[config.mk]
export PLATFORM = sky130hd
export DESIGN_NAME = writeback_stage
export DESIGN_NICKNAME = d
export VERILOG_FILES = /design/src/rtl/writeback_stage.sv
export SDC_FILE = /design/constraint.sdc
export NUM_CORES = 1
export LEC_CHECK = 0
export BUFFER_PORTS_ARGS = -buffer_cell sky130_fd_sc_hd__buf_2
export CAP_MARGIN = 20
export CORE_MARGIN = 4
export CORE_UTILIZATION = 45
export DETAILED_ROUTE_END_ITERATION = 6
export HOLD_SLACK_MARGIN = 0.15
export PLACE_DENSITY = 0.73
export SLEW_MARGIN = 5
export SYNTH_ARGS = -nofsm -noshare
export SYNTH_HDL_FRONTEND = slang
export SYNTH_SLANG_ARGS = --single-unit
[constraint.sdc]
create_clock -name clk -period 2.6 [get_ports clk]
set_input_delay 0.13 -clock clk [delete_from_list [all_inputs] [get_ports clk]]
set_output_delay 0.13 -clock clk [all_outputs]
set_load 0.01 [all_outputs]
[src/rtl/writeback_stage.sv]
// Write-back stage: in-order DEPTH-entry buffer in front of the register-file write port,
// with rs forwarding lookup and retired-instruction counter. Optional macro: WB_BYPASS_EN.
module writeback_stage #(
    parameter int N         = 32,
    parameter int DEPTH     = 2,
    parameter int INSTRET_W = 64
) (
    input  logic                 clk,
    input  logic                 rst,
    input  logic [4:0]           i_wb_rd,
    input  logic [6:0]           i_opcode,
    input  logic [N-1:0]         i_wb_data,
    input  logic                 i_mem_vld,
    output logic                 o_stall,
    output logic                 o_rf_we,
    output logic [4:0]           o_rf_waddr,
    output logic [N-1:0]         o_rf_wdata,
    input  logic                 i_rf_ready,
    input  logic [4:0]           i_fwd_rs,
    output logic                 o_fwd_hit,
    output logic [N-1:0]         o_fwd_data,
    output logic [INSTRET_W-1:0] o_instret
);

    localparam int PTR_W = $clog2(DEPTH);
    localparam int CNT_W = $clog2(DEPTH + 1);

    typedef struct packed {
        logic [4:0]   rd;
        logic [N-1:0] data;
        logic         we;
    } entry_t;

    entry_t               mem_q [DEPTH];
    logic [DEPTH-1:0]     vld_q, vld_d;
    logic [PTR_W-1:0]     rd_ptr_q, rd_ptr_d, wr_ptr_q, wr_ptr_d;
    logic [CNT_W-1:0]     count_q, count_d;
    logic [INSTRET_W-1:0] instret_q, instret_d;

    entry_t     head, in_entry;
    logic       head_vld, full, accept, fifo_pop, push, byp_retire;
    logic [1:0] retire_cnt;

    // Only register-writing opcodes with a non-zero destination produce a write.
    function automatic logic writes_rf(input logic [6:0] op, input logic [4:0] rd);
        case (op)
            7'b0110011, 7'b0010011, 7'b0000011, 7'b1101111,
            7'b1100111, 7'b0110111, 7'b0010111: return rd != 5'd0;
            default:                            return 1'b0;
        endcase
    endfunction

    always_comb begin
        in_entry = '{rd: i_wb_rd, data: i_wb_data, we: writes_rf(i_opcode, i_wb_rd)};
        head     = mem_q[rd_ptr_q];
        head_vld = vld_q[rd_ptr_q];
        full     = (count_q == CNT_W'(DEPTH));
        accept   = i_mem_vld & ~full;
        fifo_pop = head_vld & (~head.we | i_rf_ready);
    end

    // The port is free for a bypassing instruction only if the FIFO does not need it this cycle.
    always_comb begin
        o_rf_we    = head_vld & head.we;
        o_rf_waddr = head_vld ? head.rd   : 5'd0;
        o_rf_wdata = head_vld ? head.data : '0;
        push       = accept;
        byp_retire = 1'b0;
`ifdef WB_BYPASS_EN
        if (accept && ((count_q == '0) ||
                       ((count_q == CNT_W'(1)) && fifo_pop && !head.we))) begin
            o_rf_we    = in_entry.we;
            o_rf_waddr = in_entry.rd;
            o_rf_wdata = in_entry.data;
            byp_retire = ~in_entry.we | i_rf_ready;
            push       = ~byp_retire;
        end
`endif
    end

    always_comb begin
        vld_d    = vld_q;
        rd_ptr_d = rd_ptr_q;
        wr_ptr_d = wr_ptr_q;
        if (fifo_pop) begin
            vld_d[rd_ptr_q] = 1'b0;
            rd_ptr_d        = rd_ptr_q + PTR_W'(1);
        end
        if (push) begin
            vld_d[wr_ptr_q] = 1'b1;
            wr_ptr_d        = wr_ptr_q + PTR_W'(1);
        end
        count_d    = count_q + CNT_W'(push) - CNT_W'(fifo_pop);
        retire_cnt = 2'(fifo_pop) + 2'(byp_retire);
        instret_d  = instret_q + INSTRET_W'(retire_cnt);
    end

    always_ff @(posedge clk) begin
        if (rst) begin
            vld_q     <= '0;
            rd_ptr_q  <= '0;
            wr_ptr_q  <= '0;
            count_q   <= '0;
            instret_q <= '0;
        end else begin
            vld_q     <= vld_d;
            rd_ptr_q  <= rd_ptr_d;
            wr_ptr_q  <= wr_ptr_d;
            count_q   <= count_d;
            instret_q <= instret_d;
        end
    end

    // NOTE: entry payload is not reset; the valid bits alone decide whether an entry is live.
    always_ff @(posedge clk) begin
        if (push) mem_q[wr_ptr_q] <= in_entry;
    end

    // Scan oldest to youngest so the youngest match overwrites older ones.
    always_comb begin
        logic             hit;
        logic [PTR_W-1:0] idx;
        hit        = 1'b0;
        idx        = '0;
        o_fwd_data = '0;
        for (int k = 0; k < DEPTH; k++) begin
            idx = rd_ptr_q + PTR_W'(k);
            if (vld_q[idx] && mem_q[idx].we && (mem_q[idx].rd == i_fwd_rs)) begin
                hit        = 1'b1;
                o_fwd_data = mem_q[idx].data;
            end
        end
        o_fwd_hit = hit & (i_fwd_rs != 5'd0);
    end

    assign o_stall   = full;
    assign o_instret = instret_q;

endmodule

==> results of run 1 <==
==> worst min-delay path by stage <==
stage                              from                  endpoint  depth (start not counted)
after floorplan            i_wb_data[9]    mem_q[0][10]$_DFFE_PP_                          0
after global routing                rst  o_instret[62]$_SDFF_PP0_                          2
after detailed placement   i_wb_data[5]     mem_q[0][6]$_DFFE_PP_                          1
after global placement    i_wb_data[28]    mem_q[0][29]$_DFFE_PP_                          1
final                               rst  o_instret[31]$_SDFF_PP0_                          2
after CTS                           rst  o_instret[31]$_SDFF_PP0_                          2
==> registers in the layout (all words and copies together), names as in the netlist, named ones only <==
name       cells
wr_ptr_q       1
count_q        2
mem_q         76
rd_ptr_q       1
o_instret     64
vld_q          2
==> cell type report <==
| cell class | instances | area [sq um] |
|---|---|---|
| Multi-Input combinational cell | 429 | 2950 |
| Antenna cell | 1 | 2.50 |
| Clock buffer | 18 | 429 |
| Clock inverter | 14 | 211 |
| Fill cell | 1148 | 5160 |
| Tap cell | 184 | 230 |
| Sequential cell | 147 | 3710 |
| Timing Repair Buffer | 269 | 1790 |
| Inverter | 12 | 45.0 |
==> routing by layer <==
layer / global-route usage (%) / vias up / wire length (um)
li1: - / 2725 / -
met1: 24.0 / 2628 / 7010
met2: 34.5 / 198 / 8300
met3: 6.14 / 13 / 1450
met4: 5.26 / 0 / 144
met5: 0 / - / 0
==> cells in the mapped netlist (2+ instances only) <==
| master | instances |
|---|---|
| nor2b_1 | 4 |
| nor2_1 | 108 |
| buf_1 | 4 |
| or3_1 | 4 |
| inv_1 | 11 |
| a22o_1 | 30 |
| dfxtp_1 | 71 |
| nand4b_1 | 2 |
| buf_6 | 4 |
| or4_1 | 3 |
| buf_2 | 9 |
| nand3b_1 | 2 |
| clkbuf_1 | 15 |
| or2_2 | 2 |
| nand3_1 | 21 |
| xor2_1 | 31 |
| a311oi_1 | 2 |
| and4_1 | 8 |
| nand4_1 | 13 |
| xnor2_1 | 35 |
| o21ai_0 | 6 |
| and3_1 | 14 |
| mux2i_1 | 45 |
| and2_1 | 5 |
| edfxtp_1 | 76 |
| nand2_1 | 38 |
| ha_1 | 4 |
| nor4_1 | 8 |
| a211o_1 | 2 |
| a21oi_1 | 13 |
| nor3_1 | 16 |
==> stage by stage <==
| stage | setup WS, ps | hold WS, ps | instances | utilization, % | power, W |
|---|---|---|---|---|---|
| floorplan | 0.183 | 229 | 619 | - | 0.00337 |
| global placement | 166 | 317 | 989 | 55.1 | 0.00372 |
| detailed placement | 96.9 | 322 | 989 | 55.1 | 0.00374 |
| CTS | -209 | 213 | 1070 | 63.7 | 0.00650 |
| global route | -253 | 242 | 1073 | 64.4 | 0.00674 |
| finish | -159 | 227 | 1074 | 64.5 | 0.00646 |
==> report_power, final <==
part / switching [W] / internal (W)
Combinational: 0.000547 / 0.000497
Clock: 0.000915 / 0.00170
Sequential: 0.000121 / 0.00268
==> repair_timing <==
item / in CTS / in global routing
setup buffers: 4 / 3
gates cloned: 3 / 1
resized for setup: 12 / 24
hold endpoints to repair: 80 / 0
hold buffers: 42 / 0
pin swaps: 4 / 7
setup endpoints to repair: 32 / 69
==> cell families (layout without fill, tap and decap cells) <==
logic type | after synthesis | in the layout | synth area share, %
adders and majority gates | 4 | 4 | 0.750
DFF | 147 | 147 | 55.5
and+or+nand+nor | 254 | 255 | 18.3
buffers and inverters | 44 | 313 | 3.09
other | 0 | 1 | 0
AOI/OAI and AO/OA | 58 | 58 | 6.73
muxes | 46 | 46 | 6.97
xor gates and xnor gates | 66 | 66 | 8.66
==> out/qor.csv, run 1 <==
metric;value;unit
layout_setup_ws;-159;ps
clockRootBuffer;clkbuf_16;
final_common_cell;buf_2;
slew_violations;0;
grt_use_total;19.9;%
portBuffers;188;
critPathBufInv;3;
die_y;130;um
ys_types;44;
ys_top_cells_by_area;edfxtp_1 34%, dfxtp_1 21%, mux2i_1 6.7%;
cts-buffers-inserted;17;
async_flop_share;0;%
drtIter0Drc;263;
worst_pin_slew;749;ps
synth_fp_nets;676;
ys_seq_elements;147;
fin_crit;2760;ps
yosys_warnings;0;
max_stage_delay;360;ps
startpoint_type;flip-flop;
antenna_found_initial;0;
synth_ff_type;edfxtp_1;
powerDensity;690;nW/um^2
violations;setup timing;
relSlewSlack;49.7;%
p_leak;3.89;nW
detail_route.vias_per_cell;5.18;
wire_per_inst;15.7;um
yosysTopAreaCell;edfxtp_1;
syn_inst;619;
crit_family;multiplexers;
slowest_stage;mux2_4;
drc_errors;0;
clock.fmax;362;MHz
area_delta_synth_final;40.3;%
cts_buffer_depth;2;
critPathMaxFanout;23;
nets;933;
min_period_over_period;106;%
cp-startpoint;rd_ptr_q$_SDFFE_PP0N_;
final_cell_mix;188 x buf_2, 105 x nor2_1, 76 x edfxtp_1;
ant_nets;0;
tns;-3570;ps
outcome;finished with violations;
num_rows;44;
core-area;14500;sq um
grt_start_max_net_pins;40;
crit_path_end_kind;output pin;
drtPass1Iterations;4;
synthesis.area;6680;sq um
start_util;45.9;%
die-area;16800;sq um
placed_area;8010;sq um
io_pins;189;
grt_pass1_vias;5411;
hold_viol;0;
rsz0062_at_grt;true;
synth_top_area_share;34.2;%
overflow;0;
place_congestion;0.817;
dpl.hpwl;11300;um
final_cell_area;9370;sq um
fin_skew;8.44;ps
clk_latency;420;ps
min_path_type;input port to flip-flop;
path_clk_slew;60;ps
synth_edf_count;76;
crit_top_cell;buf_12;
cts_tree;done;
worstReg2RegEnd;o_instret[42]$_SDFF_PP0_;
clkSinkCount;147;
criticalPathCategory;flip-flop to output pin;
htreeDepth;4;
seq_area_frac_synth;55.5;%
worstPathArrival;2630;ps
grt_pass1_wl;26700;um
r2r_cells;10;
drv_cap;0;
path_depth;9;
crit_chain;buf_12 -> mux2i_4 -> xnor2_2 -> a2111oi_4 -> nand3_2 -> mux2_4 -> buf_12 -> a22o_1 -> buf_2;
cp-endpoint;o_fwd_data[6];
finalSetupViolations;32;
cp.required;2470;ps
vdd_drop_max;0.351;mV
vias;5564;
drive_above_1_share;33.3;%
routed_wl;16900;um
r2r_slack;190;ps
die_w;130;um
avgSynthCellArea;10.8;sq um
No activity file was read; power rests on OpenSTA's default activity.
==> run 2: changes to the inputs <==
--- a/config.mk
+++ b/config.mk
@@ -12,6 +12,8 @@
 export DETAILED_ROUTE_END_ITERATION = 6
 export HOLD_SLACK_MARGIN = 0.15
 export PLACE_DENSITY = 0.73
+export SETUP_SLACK_MARGIN = 0.1
+export SKIP_LAST_GASP = 1
 export SLEW_MARGIN = 5
 export SYNTH_ARGS = -nofsm -noshare
 export SYNTH_HDL_FRONTEND = slang
==> run 2 against run 1 <==
The run still ends with setup timing left. Clock skew increased by 5.0 ps. Clock power decreased by 4%. Wire length increased by 3.7%. Power fell by 1.1%. Setup slack improved by 40 ps. Flip-flop and latch count is the same. Fmax is 1.5% higher. Critical endpoint is now o_fwd_data[10]. Largest power group unchanged.
==> out/qor.csv, run 2 (synthesis gave the netlist of run 1 again) <==
metric;value;unit;change
outcome;finished with violations;;
violations;setup timing;;
antenna_found_initial;1;;+1
drc_errors;0;;unchanged
fin_skew;13.4;ps;+5.00 ps
startpoint_type;flip-flop;;
min_path_type;input port to flip-flop;;
pre_cts_ws;106;ps;+9.18 ps
area_delta_synth_final;39.3;%;
min_period_over_period;105;%;-1.5 points
r2r_cells;10;;unchanged
grt_pass1_wl;26800;um;+0.60%
antennaDiodeCount;0;;-1
largest_register_ffs;76;;unchanged
cp-endpoint;o_fwd_data[10];;
regMostFlops;mem_q;;
finalSetupViolations;32;;unchanged
worstReg2RegEnd;o_instret[56]$_SDFF_PP0_;;
grt_pass1_vias;5352;;-1.1%
layout_setup_ws;-119;ps;+40.2 ps
fin_crit;2720;ps;-40.2 ps
crit_path_end_kind;output pin;;
routed_wl;17500;um;+3.7%
layout.cells.non_filler;1073;;-0.093%
worst_pin_slew;512;ps;-236 ps
io_pins;189;;unchanged
place_congestion;0.803;;-1.7%
nets;933;;unchanged
final_common_cell;buf_2;;
r2r_slack;240;ps;+50 ps
criticalPathCategory;flip-flop to output pin;;
wire_per_inst;16.3;um;+3.8%
critPathMaxFanout;7;;-70%
htreeDepth;4;;unchanged
post-place-cells;988;;-0.10%
dpl.hpwl;11500;um;+1.9%
grt_start_max_net_pins;72;;+80%
p_leak;3.87;nW;-0.47%
detail_route.vias_per_cell;5.25;;+1.4%
ant_nets;0;;unchanged
cts_buffer_depth;2;;unchanged
core-area;14500;sq um;unchanged
drv_cap;0;;unchanged
powerDensity;687;nW/um^2;-0.39%
worstPathArrival;2590;ps;-40 ps
cp.required;2470;ps;about the same
clock.fmax;368;MHz;+1.5%
finalHoldWorstSlack;150;ps;-77.1 ps
hold_viol;0;;unchanged
clockRootBuffer;clkbuf_16;;
start_util;45.9;%;unchanged
clkSinkCount;147;;unchanged
drive_above_1_share;32.6;%;-0.67 points
vdd_drop_max;0.489;mV;+39%
relSlewSlack;65.5;%;+16 points
overflow;0;;unchanged
final_cell_mix;188 x buf_2, 106 x nor2_1, 76 x edfxtp_1;;
path_clk_slew;60;ps;about the same
cts-buffers-inserted;17;;unchanged
drtPass1Iterations;5;;+1
cp-startpoint;rd_ptr_q$_SDFFE_PP0N_;;
die_w;130;um;unchanged
vias;5636;;+1.3%
die_y;130;um;unchanged
num_rows;44;;unchanged
portBuffers;188;;unchanged
rsz0062_at_grt;true;;
drtIter0Drc;257;;-2.3%
cts_tree;done;;
clk_latency;420;ps;about the same
slew_violations;0;;unchanged
grt_use_total;20.2;%;+0.37 points
die-area;16800;sq um;unchanged
## run 2: repair_timing
action | CTS | global route
resized for setup | 15 | 16
gates cloned | 5 | 1
endpoints found under the hold margin | 80 | 0
pin swaps | 8 | 6
hold buffers | 40 | 0
buffers inserted | 4 | 3
endpoints found under the setup margin | 36 | 76
## run 2: worst max-delay path, cell delays in order, from the launching register on
cell	delay, ps
dfxtp_4	360
buf_12	110
mux2i_2	200
xnor2_1	120
a2111oi_4	390
nand3_4	180
mux2i_4	250
buf_4	190
a22o_1	230
buf_2	140
## run 2: worst min-delay path by stage
| stage | from | to | slack, ps | cells past startpoint |
|---|---|---|---|---|
| floorplan | i_wb_data[9] | mem_q[0][10]$_DFFE_PP_ | 230 | 0 |
| global placement | i_wb_data[15] | mem_q[0][16]$_DFFE_PP_ | 320 | 1 |
| detailed placement | i_wb_data[10] | mem_q[0][11]$_DFFE_PP_ | 320 | 1 |
| CTS | i_opcode[0] | mem_q[1][0]$_DFFE_PP_ | 150 | 3 |
| global route | i_opcode[0] | mem_q[0][0]$_DFFE_PP_ | 170 | 3 |
| finish | i_opcode[0] | mem_q[0][0]$_DFFE_PP_ | 150 | 3 |
## run 2: layer usage
layer / up-vias / wire length (um) / GRT usage (%)
met5: - / 8 / 0
met2: 208 / 8720 / 35.0
met1: 2663 / 7100 / 24.0
met3: 29 / 1400 / 6.79
li1: 2734 / - / -
met4: 2 / 297 / 5.93
## run 2: where the power goes
| part | internal, W | switching [W] | leakage, nW |
|---|---|---|---|
| clock | 0.00160 | 0.000914 | 0.288 |
| combinational | 0.000503 | 0.000561 | 2.30 |
| sequential | 0.00268 | 0.000130 | 1.29 |
| total | 0.00479 | 0.00160 | 3.87 |
## run 2: layout make-up
cell class | count | area (sq um)
fillers | 1156 | 5230
flip-flops and latches | 147 | 3710
multi-input cells | 431 | 2960
inverters | 12 | 45.0
well taps | 184 | 230
clock buffers | 18 | 429
clock inverters | 14 | 185
repair buffers | 267 | 1750
## run 2: metrics by stage
stage	setup TNS, ps	instance area, sq um	utilization [%]	power, W
2_1_floorplan	0	6740	-	0.00338
3_3_place_gp	0	8000	55.0	0.00373
3_5_place_dp	0	8000	55.0	0.00375
4_1_cts	-5030	9210	63.4	0.00639
5_1_grt	-6280	9300	64.0	0.00667
6_report	-2850	9300	64.0	0.00639
==> run 3: changes to the inputs <==
--- a/config.mk
+++ b/config.mk
@@ -12,9 +12,10 @@
 export DETAILED_ROUTE_END_ITERATION = 6
 export HOLD_SLACK_MARGIN = 0.15
 export PLACE_DENSITY = 0.73
-export SETUP_SLACK_MARGIN = 0.1
+export SETUP_SLACK_MARGIN = 0.4
 export SKIP_LAST_GASP = 1
 export SLEW_MARGIN = 5
 export SYNTH_ARGS = -nofsm -noshare
 export SYNTH_HDL_FRONTEND = slang
 export SYNTH_SLANG_ARGS = --single-unit
+export TNS_END_PERCENT = 50
==> run 3 against run 2 <==
The run still ends with setup timing left. Global-route usage increased by 0.36 points. Sequential power about the same. First-iteration DRC count increased by 3.1%. Setup slack got worse by 42 ps. Clock skew decreased by 6.9 ps. Combinational power decreased by 8%. Flip-flop and latch count unchanged. Clock power decreased by 8.8%. Fmax decreased by 1.5%. Critical endpoint is now o_fwd_data[27]. Largest cell class unchanged. Highest routed layer is now met4.
==> out/qor.csv, run 3 (synthesis gave the netlist of run 1 again) <==
metric;value;unit;change
nets;941;;+0.86%
drtPass1Iterations;4;;-1
drive_above_1_share;34.8;%;+2.2 points
io_pins;189;;unchanged
vias;5632;;-0.071%
final_cell_area;9390;sq um;+0.95%
min_period_over_period;106;%;+1.6 points
wire_per_inst;16.2;um;-0.80%
core-area;14500;sq um;unchanged
rsz0062_at_grt;true;;
grt_pass1_wl;27500;um;+2.6%
die_y;130;um;unchanged
powerDensity;646;nW/um^2;-5.9%
p_seq_share;46.1;%;+2.1 points
regMostFlops;mem_q;;
crit_chain;buf_6 -> mux2i_4 -> xnor2_2 -> a2111oi_4 -> nand3_2 -> mux2_4 -> buf_4 -> a22o_1 -> buf_2;;
fin_util;64.6;%;+0.61 points
routed_wl;17500;um;about the same
min_delay_path_depth;4;;+1
start_util;45.9;%;unchanged
dpl.hpwl;11800;um;+2.9%
detail_route.vias_per_cell;5.21;;-0.81%
worstPathArrival;2630;ps;+40 ps
power;0.00607;W;-5.0%
clockRootBuffer;clkbuf_16;;
max_stage_delay;410;ps;+20 ps
met2RoutedLength;8580;um;-1.7%
cts-buffers-inserted;17;;unchanged
pwr-share-clk;37.8;%;-1.5 points
drtIter0Drc;265;;+3.1%
largest_register_ffs;76;;unchanged
wl_met1;7380;um;+3.9%
antenna_found_initial;0;;-1
cts_tree;done;;
worst_pin_slew;600;ps;+87.3 ps
p_comb_share;16.1;%;-0.6 points
drc_errors;0;;unchanged
die-area;16800;sq um;unchanged
antennaDiodeCount;0;;unchanged
clock.fmax;362;MHz;-1.5%
min-delay-start;i_opcode[5];;
switching_share;26.9;%;+1.8 points
area_delta_synth_final;40.7;%;
fin_skew;6.50;ps;-6.94 ps
clk_latency;420;ps;about the same
overflow;0;;unchanged
cp-startpoint;rd_ptr_q$_SDFFE_PP0N_;;
p_switching;0.00163;W;+1.8%
layout_setup_ws;-161;ps;-42.0 ps
min_path_type;input port to flip-flop;;
finalSetupViolations;32;;unchanged
final_cell_mix;188 x buf_2, 106 x nor2_1, 76 x edfxtp_1;;
slowest_stage;dfxtp_4;;
hold_viol;0;;unchanged
path_clk_slew;60;ps;about the same
cp.required;2470;ps;about the same
crit_path_end_kind;output pin;;
rr_startpoint;mem_q[1][0]$_DFFE_PP_;;
final_common_cell;buf_2;;
clkSinkCount;147;;unchanged
violations;setup timing;;
fin_crit;2760;ps;+42.0 ps
portBuffers;188;;unchanged
outcome;finished with violations;;
r2r_slack;220;ps;-20 ps
min_to;mem_q[0][0]$_DFFE_PP_;;
worstReg2RegEnd;o_instret[62]$_SDFF_PP0_;;
placed_area;8030;sq um;+0.36%
startpoint_type;flip-flop;;
grt_start_max_net_pins;47;;-35%
relSlewSlack;60.0;%;-5.5 points
grt_use_total;20.6;%;+0.36 points
htreeDepth;4;;unchanged
finalHoldWorstSlack;372;ps;+222 ps
num_rows;44;;unchanged
place_congestion;0.870;;+8.3%
cts_buffer_depth;2;;unchanged
die_w;130;um;unchanged
slew_violations;0;;unchanged
criticalPathCategory;flip-flop to output pin;;
p_leak;3.97;nW;+2.5%
critPathMaxFanout;8;;+1
drv_cap;0;;unchanged
intPower;0.00444;W;-7.3%
dr_wl_met3;1240;um;-11%
r2r_cells;12;;+2
top_layer;met4;;
ant_nets;0;;unchanged
vdd_drop_max;0.323;mV;-34%
grt_pass1_vias;5668;;+5.9%
## run 3: changes by cell type in the layout (fill, tap and decap cells not counted), sizes merged
| cell | previous run | this run |
|---|---|---|
| inv | 12 | 15 |
| buf | 225 | 232 |
| dlygate4sd3 | 40 | 46 |
| nand4 | 15 | 14 |
| clkinvlp | 5 | 7 |
| mux2 | 3 | 1 |
| bufinv | 4 | 1 |
| clkbuf | 18 | 17 |
| clkinv | 5 | 4 |
| bufbuf | 2 | 0 |
## run 3: power by group through the flow
stage	Combinational (W)	Clock (W)	Sequential (W)
4_1_cts	0.000976	0.00234	0.00280
5_1_grt	0.00107	0.00244	0.00282
3_5_place_dp	0.000880	0	0.00285
3_3_place_gp	0.000862	0	0.00283
6_report	0.000975	0.00229	0.00280
2_1_floorplan	0.000578	0	0.00281
## run 3: worst max-delay path: cells and delay by family, from the launching register on
family                 cells  cell delay (ps)
AND/OR/NAND/NOR            1              190
flip-flops                 1              410
multiplexers               2              600
buffers and inverters      3              450
XOR/XNOR                   1              110
AO/OA/AOI/OAI              2              440
## run 3: per-stage QoR
| step | setup TNS [ps] | setup slack (ps) | instances |
|---|---|---|---|
| floorplan | 0 | 200 | 619 |
| global placement | 0 | 141 | 985 |
| detailed placement | 0 | 72.0 | 985 |
| CTS | -4110 | -156 | 1078 |
| global route | -7590 | -267 | 1081 |
| finish | -4200 | -161 | 1081 |
## run 3: area by class of cell
cell class / instances / area (sq um)
fill: 1121 / 5140
sequential: 147 / 3710
multi-input combinational: 428 / 3070
timing repair buffer: 278 / 1780
clock buffer: 17 / 425
tap: 184 / 230
clock inverter: 15 / 133
inverter: 12 / 45.0
## run 3: worst max path at each step
stage	to	cells past startpoint
detailed placement	o_instret[54]$_SDFF_PP0_	10
CTS	o_fwd_data[27]	8
global placement	o_fwd_data[8]	9
floorplan	o_instret[62]$_SDFF_PP0_	14
global route	o_fwd_data[27]	8
finish	o_fwd_data[27]	9
## run 3: metal layers
metal	vias up	track usage, %
met3	30	5.94
met1	2675	24.6
met4	0	7.21
met2	195	35.7
li1	2732	-
met5	-	0
## run 3: repair_timing
action	in CTS	in global routing
endpoints found under the setup margin	78	76
pin swaps	12	9
gates resized for setup	26	17
hold buffers	46	0
endpoints found under the hold margin	100	0
setup buffers	15	3
